`src/rtl/me_pkg.sv`:
```
// Shared constants, FSM state type and candidate naming for the fractional ME sequencer.
package me_pkg;

   localparam int ROWS      = 8;
   localparam int NCAND     = 25;
   localparam int RSAD_W    = 11;
   localparam int BSAD_W    = 14;
   localparam int AW        = 8;
   localparam int IDX_W     = 5;
   localparam int PIX_W     = 64;
   localparam int FETCH_CYC = ROWS + 2;

   typedef enum logic [2:0] {IDLE, FETCH, ACCUM, SEARCH, DONE} state_t;

   // Candidate index = vertical line * 5 + horizontal offset (H/Q = half/quarter left, F = full).
   localparam logic [IDX_W-1:0] UH_H = 5'd0,  UH_Q = 5'd1,  UH_F = 5'd2,  UH_RQ = 5'd3,  UH_RH = 5'd4;
   localparam logic [IDX_W-1:0] UQ_H = 5'd5,  UQ_Q = 5'd6,  UQ_F = 5'd7,  UQ_RQ = 5'd8,  UQ_RH = 5'd9;
   localparam logic [IDX_W-1:0] CT_H = 5'd10, CT_Q = 5'd11, CT_F = 5'd12, CT_RQ = 5'd13, CT_RH = 5'd14;
   localparam logic [IDX_W-1:0] LQ_H = 5'd15, LQ_Q = 5'd16, LQ_F = 5'd17, LQ_RQ = 5'd18, LQ_RH = 5'd19;
   localparam logic [IDX_W-1:0] LH_H = 5'd20, LH_Q = 5'd21, LH_F = 5'd22, LH_RQ = 5'd23, LH_RH = 5'd24;

endpackage

```
`src/rtl/frac_me_ctrl_if.sv`:
```
// Line-buffer, datapath and result signals of the fractional ME sequencer.
// Handshakes: line-buffer reads are strobe-only (data one cycle later, no back-pressure);
// the result follows valid/ready: res_valid rises and stays high with best_idx/best_sad
// stable until the cycle res_valid && res_ready is seen, which completes the transfer.
interface frac_me_ctrl_if;
   import me_pkg::*;

   logic                    start;
   logic [AW-1:0]           ref_base;
   logic [AW-1:0]           org_base;
   logic                    ref_rd_en;
   logic [AW-1:0]           ref_rd_addr;
   logic [PIX_W-1:0]        ref_rd_data;
   logic                    org_rd_en;
   logic [AW-1:0]           org_rd_addr;
   logic [PIX_W-1:0]        org_rd_data;
   logic [PIX_W-1:0]        cur_upper_pix;
   logic [PIX_W-1:0]        cur_middle_pix;
   logic [PIX_W-1:0]        cur_lower_pix;
   logic [PIX_W-1:0]        org_pix;
   logic                    win_valid;
   logic [NCAND*RSAD_W-1:0] row_sad;
   logic                    row_sad_valid;
   logic                    busy;
   logic                    res_valid;
   logic                    res_ready;
   logic [IDX_W-1:0]        best_idx;
   logic [BSAD_W-1:0]       best_sad;
   state_t                  dbg_state;

   modport master (
      input  start, ref_base, org_base, ref_rd_data, org_rd_data, row_sad, row_sad_valid, res_ready,
      output ref_rd_en, ref_rd_addr, org_rd_en, org_rd_addr, cur_upper_pix, cur_middle_pix,
             cur_lower_pix, org_pix, win_valid, busy, res_valid, best_idx, best_sad, dbg_state
   );

   modport slave (
      output start, ref_base, org_base, ref_rd_data, org_rd_data, row_sad, row_sad_valid, res_ready,
      input  ref_rd_en, ref_rd_addr, org_rd_en, org_rd_addr, cur_upper_pix, cur_middle_pix,
             cur_lower_pix, org_pix, win_valid, busy, res_valid, best_idx, best_sad, dbg_state
   );

endinterface

```
`src/rtl/sad_acc_bank.sv`:
```
// Bank of per-candidate block-SAD accumulators: synchronous clear, parallel add, indexed read.
module sad_acc_bank
   import me_pkg::*;
(
   input  logic                    clk,
   input  logic                    rst,
   input  logic                    clr,
   input  logic                    add_en,
   input  logic [NCAND*RSAD_W-1:0] row_sad,
   input  logic [IDX_W-1:0]        rd_idx,
   output logic [BSAD_W-1:0]       rd_sad
);

   localparam logic [IDX_W-1:0] LAST_CAND = IDX_W'(NCAND - 1);

   logic [BSAD_W-1:0] acc_q [NCAND];

   // Clear wins over add; ROWS row SADs cannot overflow BSAD_W.
   always_ff @(posedge clk) begin
      if (rst || clr) begin
         for (int k = 0; k < NCAND; k++) acc_q[k] <= '0;
      end else if (add_en) begin
         for (int k = 0; k < NCAND; k++)
            acc_q[k] <= acc_q[k] + BSAD_W'(row_sad[k*RSAD_W +: RSAD_W]);
      end
   end

   assign rd_sad = (rd_idx <= LAST_CAND) ? acc_q[rd_idx] : '0;

endmodule

```
`src/rtl/frac_me_ctrl.sv`:
```
// Fractional ME pass sequencer: fetches rows, builds the 3-row window, accumulates
// candidate SADs and serially picks the lowest-index minimum.
module frac_me_ctrl
   import me_pkg::*;
(
   input logic            clk,
   input logic            rst,
   frac_me_ctrl_if.master bus
);

   localparam logic [3:0]       FETCH_LAST = 4'(FETCH_CYC - 1);
   localparam logic [3:0]       ORG_FIRST  = 4'd2;
   localparam logic [3:0]       ROWS_CNT   = 4'(ROWS);
   localparam logic [3:0]       ROWS_LAST  = 4'(ROWS - 1);
   localparam logic [IDX_W-1:0] LAST_CAND  = IDX_W'(NCAND - 1);

   state_t            state_q, state_d;
   logic [3:0]        fetch_cnt_q, pulse_cnt_q;
   logic [AW-1:0]     ref_base_q, org_base_q;
   logic              ref_vld_q, org_vld_q, win_valid_q;
   logic [PIX_W-1:0]  upper_q, middle_q, lower_q, org_pix_q;
   logic [IDX_W-1:0]  srch_idx_q, best_idx_q;
   logic [BSAD_W-1:0] best_sad_q, acc_rd;
   logic              acc_clr, acc_add;

   assign acc_add = bus.row_sad_valid && (state_q == FETCH || state_q == ACCUM)
                    && (pulse_cnt_q != ROWS_CNT);

   always_ff @(posedge clk) begin
      if (rst) state_q <= IDLE;
      else     state_q <= state_d;
   end

   always_comb begin
      state_d         = state_q;
      acc_clr         = 1'b0;
      bus.ref_rd_en   = 1'b0;
      bus.ref_rd_addr = '0;
      bus.org_rd_en   = 1'b0;
      bus.org_rd_addr = '0;
      case (state_q)
         IDLE: begin
            if (bus.start) begin
               state_d = FETCH;
               acc_clr = 1'b1;
            end
         end
         FETCH: begin
            bus.ref_rd_en   = 1'b1;
            bus.ref_rd_addr = ref_base_q + AW'(fetch_cnt_q);
            // Original rows trail by two so row r lines up with reference rows r..r+2.
            if (fetch_cnt_q >= ORG_FIRST) begin
               bus.org_rd_en   = 1'b1;
               bus.org_rd_addr = org_base_q + AW'(fetch_cnt_q - ORG_FIRST);
            end
            if (fetch_cnt_q == FETCH_LAST) state_d = ACCUM;
         end
         ACCUM: begin
            if (pulse_cnt_q == ROWS_CNT || (acc_add && pulse_cnt_q == ROWS_LAST))
               state_d = SEARCH;
         end
         SEARCH: begin
            if (srch_idx_q == LAST_CAND) state_d = DONE;
         end
         DONE: begin
            if (bus.res_ready) begin
               state_d = IDLE;
               acc_clr = 1'b1;
            end
         end
         default: state_d = IDLE;
      endcase
   end

   always_ff @(posedge clk) begin
      if (rst) begin
         fetch_cnt_q <= '0;
         pulse_cnt_q <= '0;
         ref_base_q  <= '0;
         org_base_q  <= '0;
         ref_vld_q   <= 1'b0;
         org_vld_q   <= 1'b0;
         win_valid_q <= 1'b0;
         upper_q     <= '0;
         middle_q    <= '0;
         lower_q     <= '0;
         org_pix_q   <= '0;
         srch_idx_q  <= '0;
         best_idx_q  <= '0;
         best_sad_q  <= '0;
      end else begin
         if (state_q == IDLE && bus.start) begin
            ref_base_q <= bus.ref_base;
            org_base_q <= bus.org_base;
         end
         fetch_cnt_q <= (state_q == FETCH) ? fetch_cnt_q + 4'd1 : '0;
         ref_vld_q   <= bus.ref_rd_en;
         org_vld_q   <= bus.org_rd_en;
         win_valid_q <= org_vld_q;
         if (ref_vld_q) begin
            upper_q  <= middle_q;
            middle_q <= lower_q;
            lower_q  <= bus.ref_rd_data;
         end
         if (org_vld_q) org_pix_q <= bus.org_rd_data;
         if (acc_clr)      pulse_cnt_q <= '0;
         else if (acc_add) pulse_cnt_q <= pulse_cnt_q + 4'd1;
         srch_idx_q <= (state_q == SEARCH) ? srch_idx_q + 5'd1 : '0;
         // Strict less-than keeps the lowest index on ties; candidate 0 seeds the search.
         if (state_q == SEARCH && (srch_idx_q == '0 || acc_rd < best_sad_q)) begin
            best_idx_q <= srch_idx_q;
            best_sad_q <= acc_rd;
         end
      end
   end

   sad_acc_bank u_bank (
      .clk     (clk),
      .rst     (rst),
      .clr     (acc_clr),
      .add_en  (acc_add),
      .row_sad (bus.row_sad),
      .rd_idx  (srch_idx_q),
      .rd_sad  (acc_rd)
   );

   assign bus.cur_upper_pix  = upper_q;
   assign bus.cur_middle_pix = middle_q;
   assign bus.cur_lower_pix  = lower_q;
   assign bus.org_pix        = org_pix_q;
   assign bus.win_valid      = win_valid_q;
   assign bus.busy           = (state_q != IDLE);
   assign bus.res_valid      = (state_q == DONE);
   assign bus.best_idx       = best_idx_q;
   assign bus.best_sad       = best_sad_q;
   assign bus.dbg_state      = state_q;

endmodule

```
`src/flat_wrapper.sv`:
```
// flat-port wrapper written by rule: the top's interface ports become plain ports
module frac_me_ctrl_flat import me_pkg::*;
  (clk, rst, bus_start, bus_ref_base, bus_org_base, bus_ref_rd_data, bus_org_rd_data, bus_row_sad, bus_row_sad_valid, bus_res_ready, bus_ref_rd_en, bus_ref_rd_addr, bus_org_rd_en, bus_org_rd_addr, bus_cur_upper_pix, bus_cur_middle_pix, bus_cur_lower_pix, bus_org_pix, bus_win_valid, bus_busy, bus_res_valid, bus_best_idx, bus_best_sad, bus_dbg_state);
  frac_me_ctrl_if bus_i ();
  input logic clk;
  input logic rst;
  input wire logic [$bits(bus_i.start)-1:0] bus_start;
  input wire logic [$bits(bus_i.ref_base)-1:0] bus_ref_base;
  input wire logic [$bits(bus_i.org_base)-1:0] bus_org_base;
  input wire logic [$bits(bus_i.ref_rd_data)-1:0] bus_ref_rd_data;
  input wire logic [$bits(bus_i.org_rd_data)-1:0] bus_org_rd_data;
  input wire logic [$bits(bus_i.row_sad)-1:0] bus_row_sad;
  input wire logic [$bits(bus_i.row_sad_valid)-1:0] bus_row_sad_valid;
  input wire logic [$bits(bus_i.res_ready)-1:0] bus_res_ready;
  output wire logic [$bits(bus_i.ref_rd_en)-1:0] bus_ref_rd_en;
  output wire logic [$bits(bus_i.ref_rd_addr)-1:0] bus_ref_rd_addr;
  output wire logic [$bits(bus_i.org_rd_en)-1:0] bus_org_rd_en;
  output wire logic [$bits(bus_i.org_rd_addr)-1:0] bus_org_rd_addr;
  output wire logic [$bits(bus_i.cur_upper_pix)-1:0] bus_cur_upper_pix;
  output wire logic [$bits(bus_i.cur_middle_pix)-1:0] bus_cur_middle_pix;
  output wire logic [$bits(bus_i.cur_lower_pix)-1:0] bus_cur_lower_pix;
  output wire logic [$bits(bus_i.org_pix)-1:0] bus_org_pix;
  output wire logic [$bits(bus_i.win_valid)-1:0] bus_win_valid;
  output wire logic [$bits(bus_i.busy)-1:0] bus_busy;
  output wire logic [$bits(bus_i.res_valid)-1:0] bus_res_valid;
  output wire logic [$bits(bus_i.best_idx)-1:0] bus_best_idx;
  output wire logic [$bits(bus_i.best_sad)-1:0] bus_best_sad;
  output wire logic [$bits(bus_i.dbg_state)-1:0] bus_dbg_state;
  assign bus_i.start = bus_start;
  assign bus_i.ref_base = bus_ref_base;
  assign bus_i.org_base = bus_org_base;
  assign bus_i.ref_rd_data = bus_ref_rd_data;
  assign bus_i.org_rd_data = bus_org_rd_data;
  assign bus_i.row_sad = bus_row_sad;
  assign bus_i.row_sad_valid = bus_row_sad_valid;
  assign bus_i.res_ready = bus_res_ready;
  assign bus_ref_rd_en = bus_i.ref_rd_en;
  assign bus_ref_rd_addr = bus_i.ref_rd_addr;
  assign bus_org_rd_en = bus_i.org_rd_en;
  assign bus_org_rd_addr = bus_i.org_rd_addr;
  assign bus_cur_upper_pix = bus_i.cur_upper_pix;
  assign bus_cur_middle_pix = bus_i.cur_middle_pix;
  assign bus_cur_lower_pix = bus_i.cur_lower_pix;
  assign bus_org_pix = bus_i.org_pix;
  assign bus_win_valid = bus_i.win_valid;
  assign bus_busy = bus_i.busy;
  assign bus_res_valid = bus_i.res_valid;
  assign bus_best_idx = bus_i.best_idx;
  assign bus_best_sad = bus_i.best_sad;
  assign bus_dbg_state = bus_i.dbg_state;
  frac_me_ctrl u_core (.clk(clk), .rst(rst), .bus(bus_i));
endmodule
```
`config.mk`:
```
export PLATFORM = sky130hd
export DESIGN_NAME = frac_me_ctrl_flat
export DESIGN_NICKNAME = d
export VERILOG_FILES = /design/src/rtl/me_pkg.sv /design/src/rtl/frac_me_ctrl_if.sv /design/src/rtl/sad_acc_bank.sv /design/src/rtl/frac_me_ctrl.sv /design/src/flat_wrapper.sv
export SDC_FILE = /design/constraint.sdc
export NUM_CORES = 2
export LEC_CHECK = 0
export CORE_MARGIN = 3
export CORE_UTILIZATION = 35
export CTS_BUF_LIST = sky130_fd_sc_hd__clkbuf_8
export DETAILED_ROUTE_END_ITERATION = 7
export PLACE_DENSITY = 0.65
export SYNTH_ARGS = -nofsm -noshare
export SYNTH_HDL_FRONTEND = slang
export SYNTH_SLANG_ARGS = --single-unit
```
`constraint.sdc`:
```
create_clock -name clk -period 11 [get_ports clk]
set_input_delay 2.2 -clock clk [delete_from_list [all_inputs] [get_ports clk]]
set_output_delay 2.2 -clock clk [all_outputs]
set_load 0.03 [all_outputs]
```
### Yosys cells after proc, flatten, opt, wreduce, memory -nomap -nowiden

Memory sizes are Yosys's and may differ from the RTL's. A register that Yosys moved wholly into a read port is not among the register bits.
Index checks and enable logic that the tools add are counted.

| storage, ports and cells | value |
|---|---|
| output and inout port bits | 299 |
| input bits | 424 |
| memories kept | 1 |
| bits in registers | 310 |
| bits in writable memories | 350 |
| logic and storage cells | 154 |

Memory list:

| memory | depth | width | rd ports | clocked after Yosys merged registers in | write ports | RTL line | RTL |
|---|---|---|---|---|---|---|---|
| u_core.u_bank.acc_q | 25 | 14 | 26 | 1 | 25 | sad_acc_bank.sv:16 | `logic [BSAD_W-1:0] acc_q [NCAND];` |

| operators by class | value |
|---|---|
| eq/ne operators | 14 |
| $lt $le $gt $ge | 3 |
| reductions and logical operators | 16 |
| bitwise logic cells | 27 |
| add/sub/neg operators | 31 |
| mux-type cells | 47 |

Operators by type and width:

| kind | count |
|---|---|
| 14-bit two-way mux | 26 |
| 14-bit by 11-bit adder with 14-bit output | 25 |
| 1-bit bitwise OR | 25 |
| 8-bit two-way mux | 3 |
| 3-bit two-way mux | 5 |
| 3-bit one-hot mux with 5 select lines | 1 |
| 14-bit less-than comparator | 1 |
| 1-bit two-way mux | 10 |
| 4-bit by 1-bit adder with 4-bit output, second input constant | 2 |
| 8-bit by 4-bit adder with 8-bit output | 1 |
| 8-bit adder | 1 |
| 4-bit == test, second input constant | 2 |
| 2-bit != test, second input constant | 4 |
| 3-bit by 2-bit == test with 1-bit output, second input constant | 2 |
| 2-bit OR reduction | 3 |
| 5-bit by 1-bit adder with 5-bit output, second input constant | 1 |
| 5-bit == test, second input constant | 1 |
| 5-bit less-or-equal comparator, second input constant | 1 |
| 1-bit logical AND | 5 |
| 5-bit zero test | 1 |
| 5-bit two-way mux | 1 |
| 5-bit AND reduction | 1 |
| 4-bit by 2-bit subtractor with 5-bit output, second input constant | 1 |
| 4-bit by 3-bit == test with 1-bit output, second input constant | 1 |
| other kinds (10) | 14 |

### Longest topological paths before layout

| logic depth | value |
|---|---|
| depth after elaboration | 8 |
| depth in mapped cells | 17 |
| mapped depth without buffers | 13 |

### Cells and area by module

From an unflattened synthesis, not the netlist that was laid out.

| second synthesis, totals | value |
|---|---|
| cells, all modules | 3864 |
| area total of the unflattened synthesis | 39914.5 µm² |

Modules (own cells, without submodules):

| module | area each (µm²) | seq. area each (µm²) | cells an instance | instances |
|---|---|---|---|---|
| sad_acc_bank | 27750.4 | 10510.1 | 2652 | 1 |
| frac_me_ctrl | 12164.2 | 6206.0 | 1212 | 1 |

### Worst setup path after synthesis

OpenSTA, ideal clock, no wires.

| path | value |
|---|---|
| path type | input to register |
| start point | in bus_res_ready |
| end point | mem u_core.u_bank.acc_q[0][0], enable pin |
| cell stages on the path | 3 |
| path buffers | 0 |
| path slack | -0.126 ns |
| library setup time | 2.583 ns |
| arrival | 8.543 ns |
| data required time | 8.417 ns |
| path through | mux2_2 > a21oi_1 > nand2_1 |

RTL lines:

| item | RTL line | RTL |
|---|---|---|
| from (decl) | flat_wrapper.sv:14 | `input wire logic [$bits(bus_i.res_ready)-1:0] bus_res_ready;` |
| to (decl) | sad_acc_bank.sv:16 |  |

### Worst setup path after layout

| path | value |
|---|---|
| start point | reg u_core.fetch_cnt_q[1] |
| end point | out bus_org_rd_addr[7] |

| between the ends | value |
|---|---|
| longest elaborated chain between the ends | 4 |
| elaborated cells between the ends (all ways) | 5 |
| classes of those cells | add/sub: 2; order compare: 1; mux: 2 |

Ends and longest elaborated chain:

| item | RTL line | RTL |
|---|---|---|
| from (decl) | frac_me_ctrl.sv:18 | `logic [3:0] fetch_cnt_q, pulse_cnt_q;` |
| from (signal assigned) | frac_me_ctrl.sv:96 | `fetch_cnt_q <= (state_q == FETCH) ? fetch_cnt_q + 4'd1 : '0;` |
| 4-bit by 2-bit subtractor with 5-bit output | frac_me_ctrl.sv:54 | `bus.org_rd_addr = org_base_q + AW'(fetch_cnt_q - ORG_FIRST);` |
| 8-bit adder | frac_me_ctrl.sv:54 |  |
| 8-bit two-way mux * | frac_me_ctrl.sv:52 | `if (fetch_cnt_q >= ORG_FIRST) begin` |
| 8-bit two-way mux * | frac_me_ctrl.sv:41 | `case (state_q)` |
| to (decl) | flat_wrapper.sv:18 | `output wire logic [$bits(bus_i.org_rd_addr)-1:0] bus_org_rd_addr;` |

Mark *: on every way between the ends. The rest lies on a longest branch, timed or not.

==> flow_metrics.py <==
metrics = {
    "clocking": {
        "hold_buffers": 0,
        "cts_buffers": 118,
        "clock-sinks": 660,
        "clk_latency_ps": 780,
        "clk_pin_slew_ps": 60,
        "ctsRootBufferMaster": "clkbuf_8",
        "cts-resized-gates": 0,
        "cts_tree": "done",
        "cts-htree-levels": 3,
        "clk_path_buf_depth": 3,
        "post_cts_buffers": 0,
    },
    "synthesis": {
        "ys_async_sr_fraction": 0,
        "synthMuxAreaShare": 0.127,
        "synth-seq-cells": 660,
        "netlist_area_um2": 39100,
        "synth_top_family_by_area": "simple AND/OR/NAND/NOR gates",
        "synth_xor_area_frac": 0.0466,
        "syn_avg_cell_area_um2": 10.4,
        "synth-warning-count": 0,
        "synthFlopType": "edfxtp_1",
        "netlist-cell-type-count": 61,
        "synth_compound_area_frac": 0.128,
        "synth-simple-area-share": 0.129,
        "synth_edf_count": 350,
        "yosysSeqAreaShare": 0.428,
        "syn_nets": 4517,
        "synthCells": 3757,
        "synthAdderAreaFrac": 0.113,
    },
    "floorplan": {
        "die_w_um": 340,
        "io-pin-count": 723,
        "initial_core_util": 0.356,
        "core_area_um2": 110000,
        "die_area_um2": 116000,
        "placementRows": 121,
        "die_h_um": 340,
    },
    "detailed_routing": {
        "drtIter0Drc": 2643,
        "num_vias": 31973,
        "dr.pass1.iters": 5,
        "drc": 0,
        "viasPerCell": 5.28,
        "avgRoutedWirePerCell_um": 22.3,
        "antenna_left": 0,
        "wl_mm": 135,
    },
    "power_and_ir_drop": {
        "power.density_nw_per_um2": 213,
        "ir_drop_uv": 140,
        "leakagePower_nw": 19.6,
    },
    "worst_setup_path": {
        "start_kind": "flop",
        "cp_cell_sequence": "inv_1 > ha_1 > ha_1 > inv_1 > ha_1 > nor2b_1 > o21a_1 > o41ai_1 > xnor2_1 > nor2_1 > clkdlybuf4s50_1",
        "reg2reg_slack_ps": 5150,
        "reg2regPathDepth": 13,
        "endpoint_kind": "primary output",
        "max_stage_delay_ps": 750,
        "crit_required_ps": 8800,
        "r2r_end": "u_core.bus.best_idx[1]",
        "cpMostUsedCell": "ha_1",
        "critPathKind": "reg2out",
        "crit_path_top_delay_cell": "clkdlybuf4s50_1",
        "startpoint": "u_core.fetch_cnt_q[1]",
        "crit_arrival_ps": 4110,
        "worstPathMaxFanout": 8,
        "r2r_start": "u_core.srch_idx_q[0]",
    },
    "global_route": {
        "antenna_found_initial": 19,
        "gr-total-overflow": 0,
        "grt_pass1_wl_mm": 196,
        "grtUsageTotal": 0.224,
        "grt_pass1_vias": 30569,
        "grt_max_degree": 210,
    },
    "sta": {
        "hold_viol": 0,
        "finalCritPeriodShare": 0.573,
        "worst-slew-pin-transition_ps": 1140,
        "period_needed_ps": 6310,
        "max_freq_mhz": 159,
        "max_slew_margin": 0.243,
        "skew_ps": 30.7,
        "grt_setup_unrepaired": "no",
        "fin_tns_setup_ps": 0,
        "finalSetupViolations": 0,
        "slew_viol_final": 0,
    },
    "min_path": {
        "worstHoldPathCells": 2,
        "worstHoldStart": "u_core.org_base_q[0]",
        "min_to": "u_core.org_base_q[0]",
        "hp-class": "reg2reg",
    },
    "run_status": {
        "status": "completed",
    },
    "final_layout": {
        "syn2layout_area_growth_pct": 28.3,
        "drive_gt1_frac": 0.0644,
        "fill_cells": 10382,
        "final_core_util": 0.456,
        "fin_nets": 5229,
    },
    "placement": {
        "port_buffers": 722,
        "hpwl_mm": 104,
        "gp_congestion": 0.907,
    },
    "flow_run": {
        "drv_cap": 0,
    },
}
per-stage QoR:
| step | std cells | hold slack (ps) | power (mW) | cell area, µm² | setup WS, ps |
|---|---|---|---|---|---|
| 2_1_floorplan | 3757 | 441 | 6.90 | 39100 | 3430 |
| 3_3_place_gp | 5825 | 454 | 8.20 | 47700 | 5160 |
| 3_5_place_dp | 5825 | 455 | 8.26 | 47700 | 5090 |
| 4_1_cts | 6043 | 465 | 10.7 | 50100 | 4560 |
| 5_1_grt | 6044 | 482 | 11.3 | 50100 | 4370 |
| 6_report | 6054 | 465 | 10.7 | 50200 | 4690 |
how the worst max path moves through the flow:
stage / endpoint / slack (ps) / cells after the start
floorplan: u_core.u_bank.acc_q[0][0] / 3430 / 3
global placement: u_core.u_bank.acc_q[22][7] / 5160 / 5
detailed placement: u_core.u_bank.acc_q[8][4] / 5090 / 6
CTS: bus_org_rd_addr[7] / 4560 / 11
global route: bus_org_rd_addr[7] / 4370 / 11
finish: bus_org_rd_addr[7] / 4690 / 11
worst max-delay path, delay by kind of cell (launching register included):
kind	cells	cell delay, ps
flops	1	510
simple gates	2	410
fa+ha+maj	3	790
buf+inv	3	940
compound gates	2	550
xor+xnor	1	130
kinds of logic (layout without fill, tap and decap cells):
logic type	Yosys count	after routing
buf+inv	287	1097
compound gates	745	745
mux	393	393
fa+ha+maj	336	336
flops	660	660
other cells	0	11
simple gates	1128	1128
xor+xnor	208	208
power by group:
| group | total (mW) | switching (mW) | internal [mW] |
|---|---|---|---|
| clock | 2.37 | 1.12 | 1.26 |
| combinational | 4.32 | 2.43 | 1.89 |
| sequential | 3.98 | 0.619 | 3.36 |
| total | 10.7 | 4.16 | 6.50 |
area by class of cell:
type,count,area [µm²],share of cell area
multi-input combinational,2810,21300,0.424
sequential,660,16700,0.334
tap,1476,1850,0.0368
antenna,11,27.5,0.000549
clock buffer,134,1840,0.0368
clock inverter,84,539,0.0108
timing repair buffer,735,7370,0.147
inverter,144,541,0.0108
placed cells by master (no fill, tap or decap), types with 42 or more instances in the layout:
cell type and count:
mux2i_1 310, dfxtp_1 305, edfxtp_1 350, a31oi_1 45, nor2b_1 64, inv_1 176, ha_1 309, nor3_1 112
nor2_1 581, nand2_1 180, clkdlybuf4s50_1 721, o21a_1 91, and2_1 42, clkbuf_8 134, o21ai_0 162, a21o_1 89
xor2_1 128, mux4_2 82, xnor2_1 80, a21oi_1 156
flip-flops by register name, indices dropped and copies added (netlist names):
name                       cells
u_core.fetch_cnt_q             4
u_core.bus.cur_lower_pix      64
u_core.u_bank.acc_q          350
u_core.bus.cur_middle_pix     64
u_core.bus.dbg_state           3
u_core.bus.cur_upper_pix      64
u_core.bus.win_valid           1
u_core.org_vld_q               1
u_core.ref_base_q              8
u_core.pulse_cnt_q             4
u_core.bus.org_pix            64
u_core.ref_vld_q               1
u_core.bus.best_sad           14
u_core.bus.best_idx            5
u_core.org_base_q              8
u_core.srch_idx_q              5
Yosys cell counts (all sizes together), types with 45 or more instances:
library cell / n / area [µm²]
nor2b: 64 / 400
mux4: 82 / 1850
mux2i: 310 / 3100
a21o: 90 / 676
xnor2: 80 / 701
nand2: 182 / 683
buf: 68 / 329
nor3: 112 / 561
a21oi: 156 / 781
o21a: 91 / 683
a211oi: 51 / 448
clkbuf: 75 / 282
a31oi: 45 / 282
ha: 309 / 3870
nor2: 582 / 2190
dfxtp: 310 / 6210
edfxtp: 350 / 10500
xor2: 128 / 1120
o21ai: 164 / 821
inv: 144 / 541
layer usage:
metal	vias up	wire, µm	part of all wire	track usage
met4	12	4550	0.034	0.0756
met3	221	10200	0.076	0.0502
met1	15391	56800	0.42	0.288
met2	1157	63400	0.47	0.370
met5	-	75	0.00056	0
li1	15192	-	-	-
No activity file was read; power rests on OpenSTA's default activity.
